<file path="config.mk">
export PLATFORM = sky130hd
export DESIGN_NAME = csa_resolve
export DESIGN_NICKNAME = d
export VERILOG_FILES = /design/src/rtl/csa_resolve_pkg.sv /design/src/rtl/csa_resolve_stage.sv /design/src/rtl/csa_resolve.sv
export SDC_FILE = /design/constraint.sdc
export NUM_CORES = 1
export LEC_CHECK = 0
export ABC_AREA = 1
export CORE_UTILIZATION = 50
export CTS_BUF_LIST = sky130_fd_sc_hd__clkbuf_4
export DETAILED_ROUTE_END_ITERATION = 16
export GPL_TIMING_DRIVEN = 0
export PLACE_DENSITY = 0.82
export SKIP_LAST_GASP = 1
export SYNTH_ARGS = -nofsm -noshare
export SYNTH_HDL_FRONTEND = slang
export SYNTH_HIERARCHICAL = 1
export SYNTH_SLANG_ARGS = --single-unit
</file>
<file path="constraint.sdc">
create_clock -name clk -period 4.1 [get_ports clk]
set_input_delay 0.41 -clock clk [delete_from_list [all_inputs] [get_ports clk]]
set_output_delay 0.41 -clock clk [all_outputs]
set_load 0.005 [all_outputs]
</file>
<file path="src/rtl/csa_resolve_pkg.sv">
// Shared defaults and types for the carry-save resolver.
// stage_t is the record view of one pipeline stage at the default widths.
package csa_resolve_pkg;

    localparam int unsigned DEF_WIDTH = 32;
    localparam int unsigned DEF_SEG   = 8;
    localparam int unsigned DEF_TAG_W = 8;
    localparam int unsigned DEF_NSTG  = DEF_WIDTH / DEF_SEG;

    typedef struct packed {
        logic                 valid;
        logic [DEF_TAG_W-1:0] tag;
        logic [DEF_WIDTH-1:0] sum;
        logic                 carry;
        logic [DEF_WIDTH-1:0] vs;
        logic [DEF_WIDTH-1:0] vc;
    } stage_t;

    function automatic int unsigned nstg(input int unsigned width, input int unsigned seg);
        return width / seg;
    endfunction

endpackage

</file>
<file path="src/rtl/csa_resolve_stage.sv">
// One resolver segment: registered SEG-bit add with carry in/out and hold enable.
module csa_resolve_stage #(
    parameter int unsigned SEG = 8
) (
    input  logic           clk,
    input  logic           reset,
    input  logic           en,
    input  logic [SEG-1:0] a,
    input  logic [SEG-1:0] b,
    input  logic           cin,
    output logic [SEG-1:0] sum,
    output logic           cout
);

    logic [SEG:0] add;

    assign add = {1'b0, a} + {1'b0, b} + {{SEG{1'b0}}, cin};

    always_ff @(posedge clk) begin
        if (reset) begin
            sum  <= '0;
            cout <= 1'b0;
        end else if (en) begin
            sum  <= add[SEG-1:0];
            cout <= add[SEG];
        end
    end

endmodule

</file>
<file path="src/rtl/csa_resolve.sv">
// Skewed ripple resolver: converts a carry-save pair to binary one SEG-bit segment per stage,
// with valid/ready backpressure that freezes the whole pipeline.
module csa_resolve
    import csa_resolve_pkg::*;
#(
    parameter int unsigned WIDTH = DEF_WIDTH,
    parameter int unsigned SEG   = DEF_SEG,
    parameter int unsigned TAG_W = DEF_TAG_W
) (
    input  logic             clk,
    input  logic             reset,
    input  logic [WIDTH-1:0] in_vs,
    input  logic [WIDTH-1:0] in_vc,
    input  logic [TAG_W-1:0] in_tag,
    input  logic             in_valid,
    output logic             in_ready,
    output logic [WIDTH-1:0] out_sum,
    output logic             out_cout,
    output logic [TAG_W-1:0] out_tag,
    output logic             out_valid,
    input  logic             out_ready
);

    localparam int unsigned NSTG = nstg(WIDTH, SEG);

    logic             stall;
    logic             en;
    logic [NSTG-1:0]  valid_q;
    logic [TAG_W-1:0] tag_q [NSTG];
    logic [NSTG-1:0]  carry;

    assign stall    = out_valid && !out_ready;
    assign en       = !stall;
    assign in_ready = !stall && !reset;

    always_ff @(posedge clk) begin
        if (reset) begin
            valid_q <= '0;
            for (int i = 0; i < NSTG; i++) tag_q[i] <= '0;
        end else if (en) begin
            valid_q[0] <= in_valid;
            tag_q[0]   <= in_tag;
            for (int i = 1; i < NSTG; i++) begin
                valid_q[i] <= valid_q[i-1];
                tag_q[i]   <= tag_q[i-1];
            end
        end
    end

    for (genvar k = 0; k < NSTG; k++) begin : gen_stg
        // Bits of vs/vc not yet consumed by this or any earlier stage.
        localparam int unsigned PW = WIDTH - (k + 1) * SEG;

        logic [SEG-1:0]         op_vs;
        logic [SEG-1:0]         op_vc;
        logic                   cin;
        logic [SEG-1:0]         seg_sum;
        logic [(k+1)*SEG-1:0]   full_sum;

        if (k == 0) begin : gen_first
            assign op_vs    = in_vs[SEG-1:0];
            assign op_vc    = in_vc[SEG-1:0];
            assign cin      = 1'b0;
            assign full_sum = seg_sum;
        end else begin : gen_rest
            logic [k*SEG-1:0] low_q;

            always_ff @(posedge clk) begin
                if (reset) begin
                    low_q <= '0;
                end else if (en) begin
                    low_q <= gen_stg[k-1].full_sum;
                end
            end

            assign op_vs    = gen_stg[k-1].gen_pend.pvs_q[SEG-1:0];
            assign op_vc    = gen_stg[k-1].gen_pend.pvc_q[SEG-1:0];
            assign cin      = carry[k-1];
            assign full_sum = {seg_sum, low_q};
        end

        if (PW > 0) begin : gen_pend
            logic [PW-1:0] pvs_q;
            logic [PW-1:0] pvc_q;

            if (k == 0) begin : gen_src_in
                always_ff @(posedge clk) begin
                    if (en) begin
                        pvs_q <= in_vs[WIDTH-1:SEG];
                        pvc_q <= in_vc[WIDTH-1:SEG];
                    end
                end
            end else begin : gen_src_prev
                always_ff @(posedge clk) begin
                    if (en) begin
                        pvs_q <= gen_stg[k-1].gen_pend.pvs_q[PW+SEG-1:SEG];
                        pvc_q <= gen_stg[k-1].gen_pend.pvc_q[PW+SEG-1:SEG];
                    end
                end
            end
        end

        csa_resolve_stage #(
            .SEG (SEG)
        ) u_stage (
            .clk   (clk),
            .reset (reset),
            .en    (en),
            .a     (op_vs),
            .b     (op_vc),
            .cin   (cin),
            .sum   (seg_sum),
            .cout  (carry[k])
        );
    end

    assign out_sum   = gen_stg[NSTG-1].full_sum;
    assign out_cout  = carry[NSTG-1];
    assign out_tag   = tag_q[NSTG-1];
    assign out_valid = valid_q[NSTG-1];

endmodule

</file>
# After elaboration in Yosys (flattened, before gate mapping)

Memory sizes are Yosys's and may differ from the RTL's.
Cells that the tools add are included.

Div/mod/pow operators: 0
Bitwise gates (word level): 4
$mul: 0
Reduce and logical (&&, ||, !) cells: 5
Magnitude comparators: 0
Add/sub/neg operators: 7
Eq/ne operators: 0
Muxes and demuxes: 9
Shifts and indexed selects: 0

Operators with widths:

| cell              | count |
|---|---|
| $add 8x8->9       | 4 |
| $mux 8            | 4 |
| $add 9x1->9       | 3 |
| $mux 1            | 5 |
| $or 1x1->1        | 4 |
| $logic_not 1->1   | 3 |
| $logic_and 1x1->1 | 2 |

Bits in writable memories: 32
Register bits after elaboration: 184
Logic and storage cells: 44
Bits of input ports: 76
Output and inout bits: 43
Memories: 1
Bits in read-only memories: 0
Bits in latches: 0

Memory list:

| memory | depth | width | rd ports | clocked after Yosys merged registers in | write ports | line              | RTL |
|---|---|---|---|---|---|---|---|
| tag_q  | 4     | 8     | 4        | 0                                       | 4           | csa_resolve.sv:29 | `logic [TAG_W-1:0] tag_q [NSTG];` |

# Depth between registers and ports, before layout

Depth in word-level cells: 6
Gate-level depth with buffers: 10
Mapped depth without buffers: 10

# Cells and area by module

Netlist, hierarchy kept.

Modules (own cells, without submodules):

| module                                      | sequential area each (µm²) | area an instance (µm²) | times used | cells each |
|---|---|---|---|---|
| csa_resolve                                 | 4,884.7                    | 6,530.0                | 1          | 446 |
| csa_resolve_stage at gen_stg[2].u_stage ... | 180.2                      | 699.4                  | 2          | 102 |
| csa_resolve_stage at gen_stg[1].u_stage     | 180.2                      | 704.4                  | 1          | 102 |
| csa_resolve_stage at gen_stg[0].u_stage     | 180.2                      | 669.4                  | 1          | 99 |

# Least setup slack after synthesis

OpenSTA, ideal clock, no wires.

Path kind: in2reg
Start: in out_ready
End: reg gen_stg[0].gen_pend.pvc_q[0], enable pin
Data required time: 3.192 ns
Library setup time: 0.908 ns
Arrival time: 2.311 ns
Slack: 0.881 ns
Buffers on the path: 1
Cell stages on the path: 3
Cells stage by stage: inv_2 -> buf_2 -> nand2_1

Longest elaborated chain between the ends: 2

Ends and longest elaborated chain:

| element              | line              | RTL |
|---|---|---|
| from (decl)          | csa_resolve.sv:21 | `input logic out_ready` |
| $logic_not 1->1      | csa_resolve.sv:32 | `assign stall = out_valid && !out_ready;` |
| $logic_and 1x1->1    | csa_resolve.sv:32 |  |
| to (signal assigned) | csa_resolve.sv:90 | `pvc_q <= in_vc[WIDTH-1:SEG];` |
| to (decl)            | csa_resolve.sv:84 | `logic [PW-1:0] pvc_q;` |

Every way passes these cells.
A chain may end at the register's enable or synchronous reset.

# Worst setup path after layout

Start: in reset
End: out in_ready

Longest elaborated chain between the ends: 2

Ends and longest elaborated chain:

| element           | line              | RTL |
|---|---|---|
| from (decl)       | csa_resolve.sv:11 | `input logic reset,` |
| $logic_not 1->1   | csa_resolve.sv:34 | `assign in_ready = !stall && !reset;` |
| $logic_and 1x1->1 | csa_resolve.sv:34 |  |
| to (decl)         | csa_resolve.sv:16 | `output logic in_ready,` |

Every way passes these cells.

==> flow_summary_export.csv <==
group,metric,value,unit
setup_path,startpoint_type,"input pin",
synth,yosysWarnings,6,
grt,overflow,0,
clock_network,cts_tree,"built",
grt,grt_max_degree,50,
outcome,outcome,"finished, violations left",
timing,tightestPinTransition,1.315,ns
floorplanning,dieArea,0.01915,mm²
clock_network,ctsHoldBuffers,0,
setup_path,critPathKind,"in2out",
timing,fin_crit_sh,72.77,%
layout,syn2layout_area_growth,23.86,%
synth,async_flop_share,0,%
floorplanning,die_x,138.4,µm
synth,ys_seq_area_share,60.26,%
timing,clock_skew,0.03642,ns
clock_network,cts_sinks,216,
setup_path,reg2reg_slack,2.08,ns
setup_path,path_max_fanout,23,
outcome,violations,"design-rule violations",
hold_path,hp-class,"in2reg",
setup_path,worstSetupEndpointType,"output pin",
timing,holdWs,0.3005,ns
clock_network,cts-buffers-inserted,54,
layout,drive_gt1_share,17.10,%
place,post-place-ws,0.7433,ns
timing,max_freq,335.1,MHz
floorplanning,initial_core_util,51.44,%
synth,ys_types,33,
setup_path,reg2reg_to,"gen_stg[3].u_stage/sum[6]$_SDFFE_PP0P_",
place,place.gp.congestion,0.8379,
timing,fin_crit,2.984,ns
floorplanning,ios,119,
timing,slew_viol_final,0,
routing,wirelength,17.08,mm
hold_path,min_to,"gen_stg[0].gen_pend.pvc_q[22]$_DFFE_PN_",
setup_path,r2r-start,"gen_stg[2].gen_pend.pvs_q[0]$_DFFE_PN_",
power,power_density,425.3,mW/mm²
timing,slew_headroom,12.14,%
layout,fin_util,63.71,%
routing,drc,10,
routing,dr.pass1.iters,11,
synth,ys_ff_latch,216,
floorplanning,num_rows,49,
synth,synth_cells,851,
run,maxCapViolCount,0,
clock_network,cts_htree_levels,2,
synth,synth_fp_nets,963,
setup_path,critPathArrivalTime,2.57,ns
floorplanning,die_h,138.4,µm
synth,synth_edf_count,128,
layout,fin_nets,1138,
routing,via_per_inst,4.972,
place,dp_hpwl,12.04,mm
clock_network,cts.path.max_buffers,3,
clock_network,clockRootBuffer,"clkbuf_4",
grt,grt_pass1_wl,28.25,mm
clock_network,cts.clk_slew.worst_paths,0.07,ns
synth,synth_area,0.009303,mm²
hold_path,hold_depth,1,
synth,avgSynthCellArea,10.93,µm²
power,p_leak,5.160,nW
setup_path,ff2ff_path_depth,10,
timing,setup_viol,0,
grt,antenna_found_initial,1,
routing,detail-route-antenna-nets,0,
timing,rsz0062_at_grt,"false",
routing,drt_iter0_drc,366,
grt,grt_pass1_vias,6105,
grt,grt_usage,18.25,%
clock_network,clock_latency,0.66,ns
place,port_buffers,118,
hold_path,worstHoldStart,"in_vc[30]",
floorplanning,fp.coreArea,0.01809,mm²
setup_path,required,3.69,ns
clock_network,post_cts_buffers,0,
synth,synth-main-ff-cell,"edfxtp_1",
power,vdd_drop_max,311.8,µV
timing,finalHoldViolCount,0,
routing,routedWlPerCell,13.13,µm
clock_network,cts_resized,0,
timing,fin_setup_tns,0,ns
timing,worst_slack,1.116,ns
routing,dr_total_vias,6468,
[synthesized netlist by cell type, types with 6 or more instances]
| cell | instances | area [µm²] |
|---|---|---|
| buf_4 | 13 | 97.59 |
| o21ai_1 | 10 | 50.05 |
| nand3_1 | 92 | 460.4 |
| nor2_4 | 29 | 326.6 |
| inv_1 | 97 | 364.1 |
| o211ai_1 | 6 | 45.04 |
| o21ai_0 | 8 | 40.04 |
| a21oi_1 | 10 | 50.05 |
| dfxtp_1 | 88 | 1762 |
| edfxtp_1 | 128 | 3844 |
| nor2_1 | 66 | 247.7 |
| nand4_1 | 51 | 319.1 |
| ha_1 | 28 | 350.3 |
| nand2_1 | 149 | 559.3 |
| nand3b_1 | 10 | 75.07 |
| fa_1 | 8 | 160.2 |
| buf_2 | 14 | 70.07 |
[state kept, by name, summed over array words and instances (netlist names)]
signal and count:
valid_q 4, gen_stg.gen_pend.pvc_q 48, gen_stg.u_stage/cout 4, gen_stg.gen_pend.pvs_q 48
gen_stg.u_stage/sum 32, gen_stg.gen_rest.low_q 48, tag_q 32
[worst max-delay path, stage by stage]
cell             delay [ns]
clkdlybuf4s50_1        1.17
inv_4                  0.16
nand2_8                0.17
buf_12                 0.18
inv_2                  0.04
clkdlybuf4s50_1        0.44
[layout make-up]
type | instances | area, µm²
Clock buffer | 89 | 668.1
Timing Repair Buffer | 119 | 1201
Fill cell | 1397 | 6564
Clock inverter | 11 | 51.30
Inverter | 103 | 389.1
Tap cell | 229 | 286.5
Multi-Input combinational cell | 490 | 2923
Sequential cell | 216 | 5605
Antenna cell | 2 | 5.005
Buffer | 42 | 392.9
[per-stage QoR]
| stage | cell area, µm² | power (W) | cells |
|---|---|---|---|
| 2_1_floorplan | 9303 | 0.002920 | 851 |
| 6_report | 11520 | 0.004900 | 1301 |
| 5_1_grt | 11520 | 0.005146 | 1301 |
| 4_1_cts | 11520 | 0.004961 | 1299 |
| 3_5_place_dp | 10800 | 0.003158 | 1199 |
| 3_3_place_gp | 10770 | 0.003133 | 1198 |
[layout by cell type (no fill, tap or decap), types with 5 or more instances in the layout]
cell type          n
o211ai_1           6
nand4_1           51
o21ai_0            8
clkdlybuf4s50_1  118
buf_2             14
buf_6              5
nand3_1           92
clkbuf_4          89
nor2_1            66
buf_4             13
ha_1              28
xor2_1             5
nand3b_1          10
dfxtp_1           88
nor2_4            29
edfxtp_1         128
buf_8              5
buf_12             5
nand2_1          148
o21ai_1           10
inv_1             97
a21oi_1           10
clkinv_1           7
inv_2              6
fa_1               8
[how the worst max path moves through the flow]
stage          startpoint                                endpoint  slack (ns)  cells after the start
6_report            reset                                in_ready        1.12                      6
5_1_grt             reset                                in_ready        0.99                      6
3_5_place_dp        reset              tag_q[0][26]$_SDFFCE_PN0P_        0.74                      4
2_1_floorplan   out_ready  gen_stg[0].gen_pend.pvc_q[0]$_DFFE_PN_        0.88                      3
3_3_place_gp    out_ready  gen_stg[2].gen_pend.pvc_q[3]$_DFFE_PN_       -0.37                      4
4_1_cts             reset                                in_ready        1.11                      6
[report_power, final]
group          switching (W)  internal [W]  total, W
sequential         0.0000715       0.00245   0.00252
combinational       0.000297      0.000292  0.000590
clock               0.000810      0.000979   0.00179
total                0.00118       0.00372   0.00490
[cell families after synthesis]
family / count (synthesis) / share of synthesized area, %
simple gates: 406 / 22.41
flops: 216 / 60.26
buf+inv: 145 / 8.406
compound gates: 41 / 2.838
fa+ha+maj: 36 / 5.488
xor+xnor: 6 / 0.5649
other cells: 1 / 0.04031
[layer usage]
metal / up-vias / GRT usage (%) / share of wire, %
met1: 2988 / 21.50 / 40
met2: 184 / 31.58 / 51
li1: 3260 / - / -
met5: - / 0 / 0
met3: 36 / 4.919 / 6.8
met4: 0 / 7.451 / 2.3
Note: power is estimated with default switching activity, not from simulation.
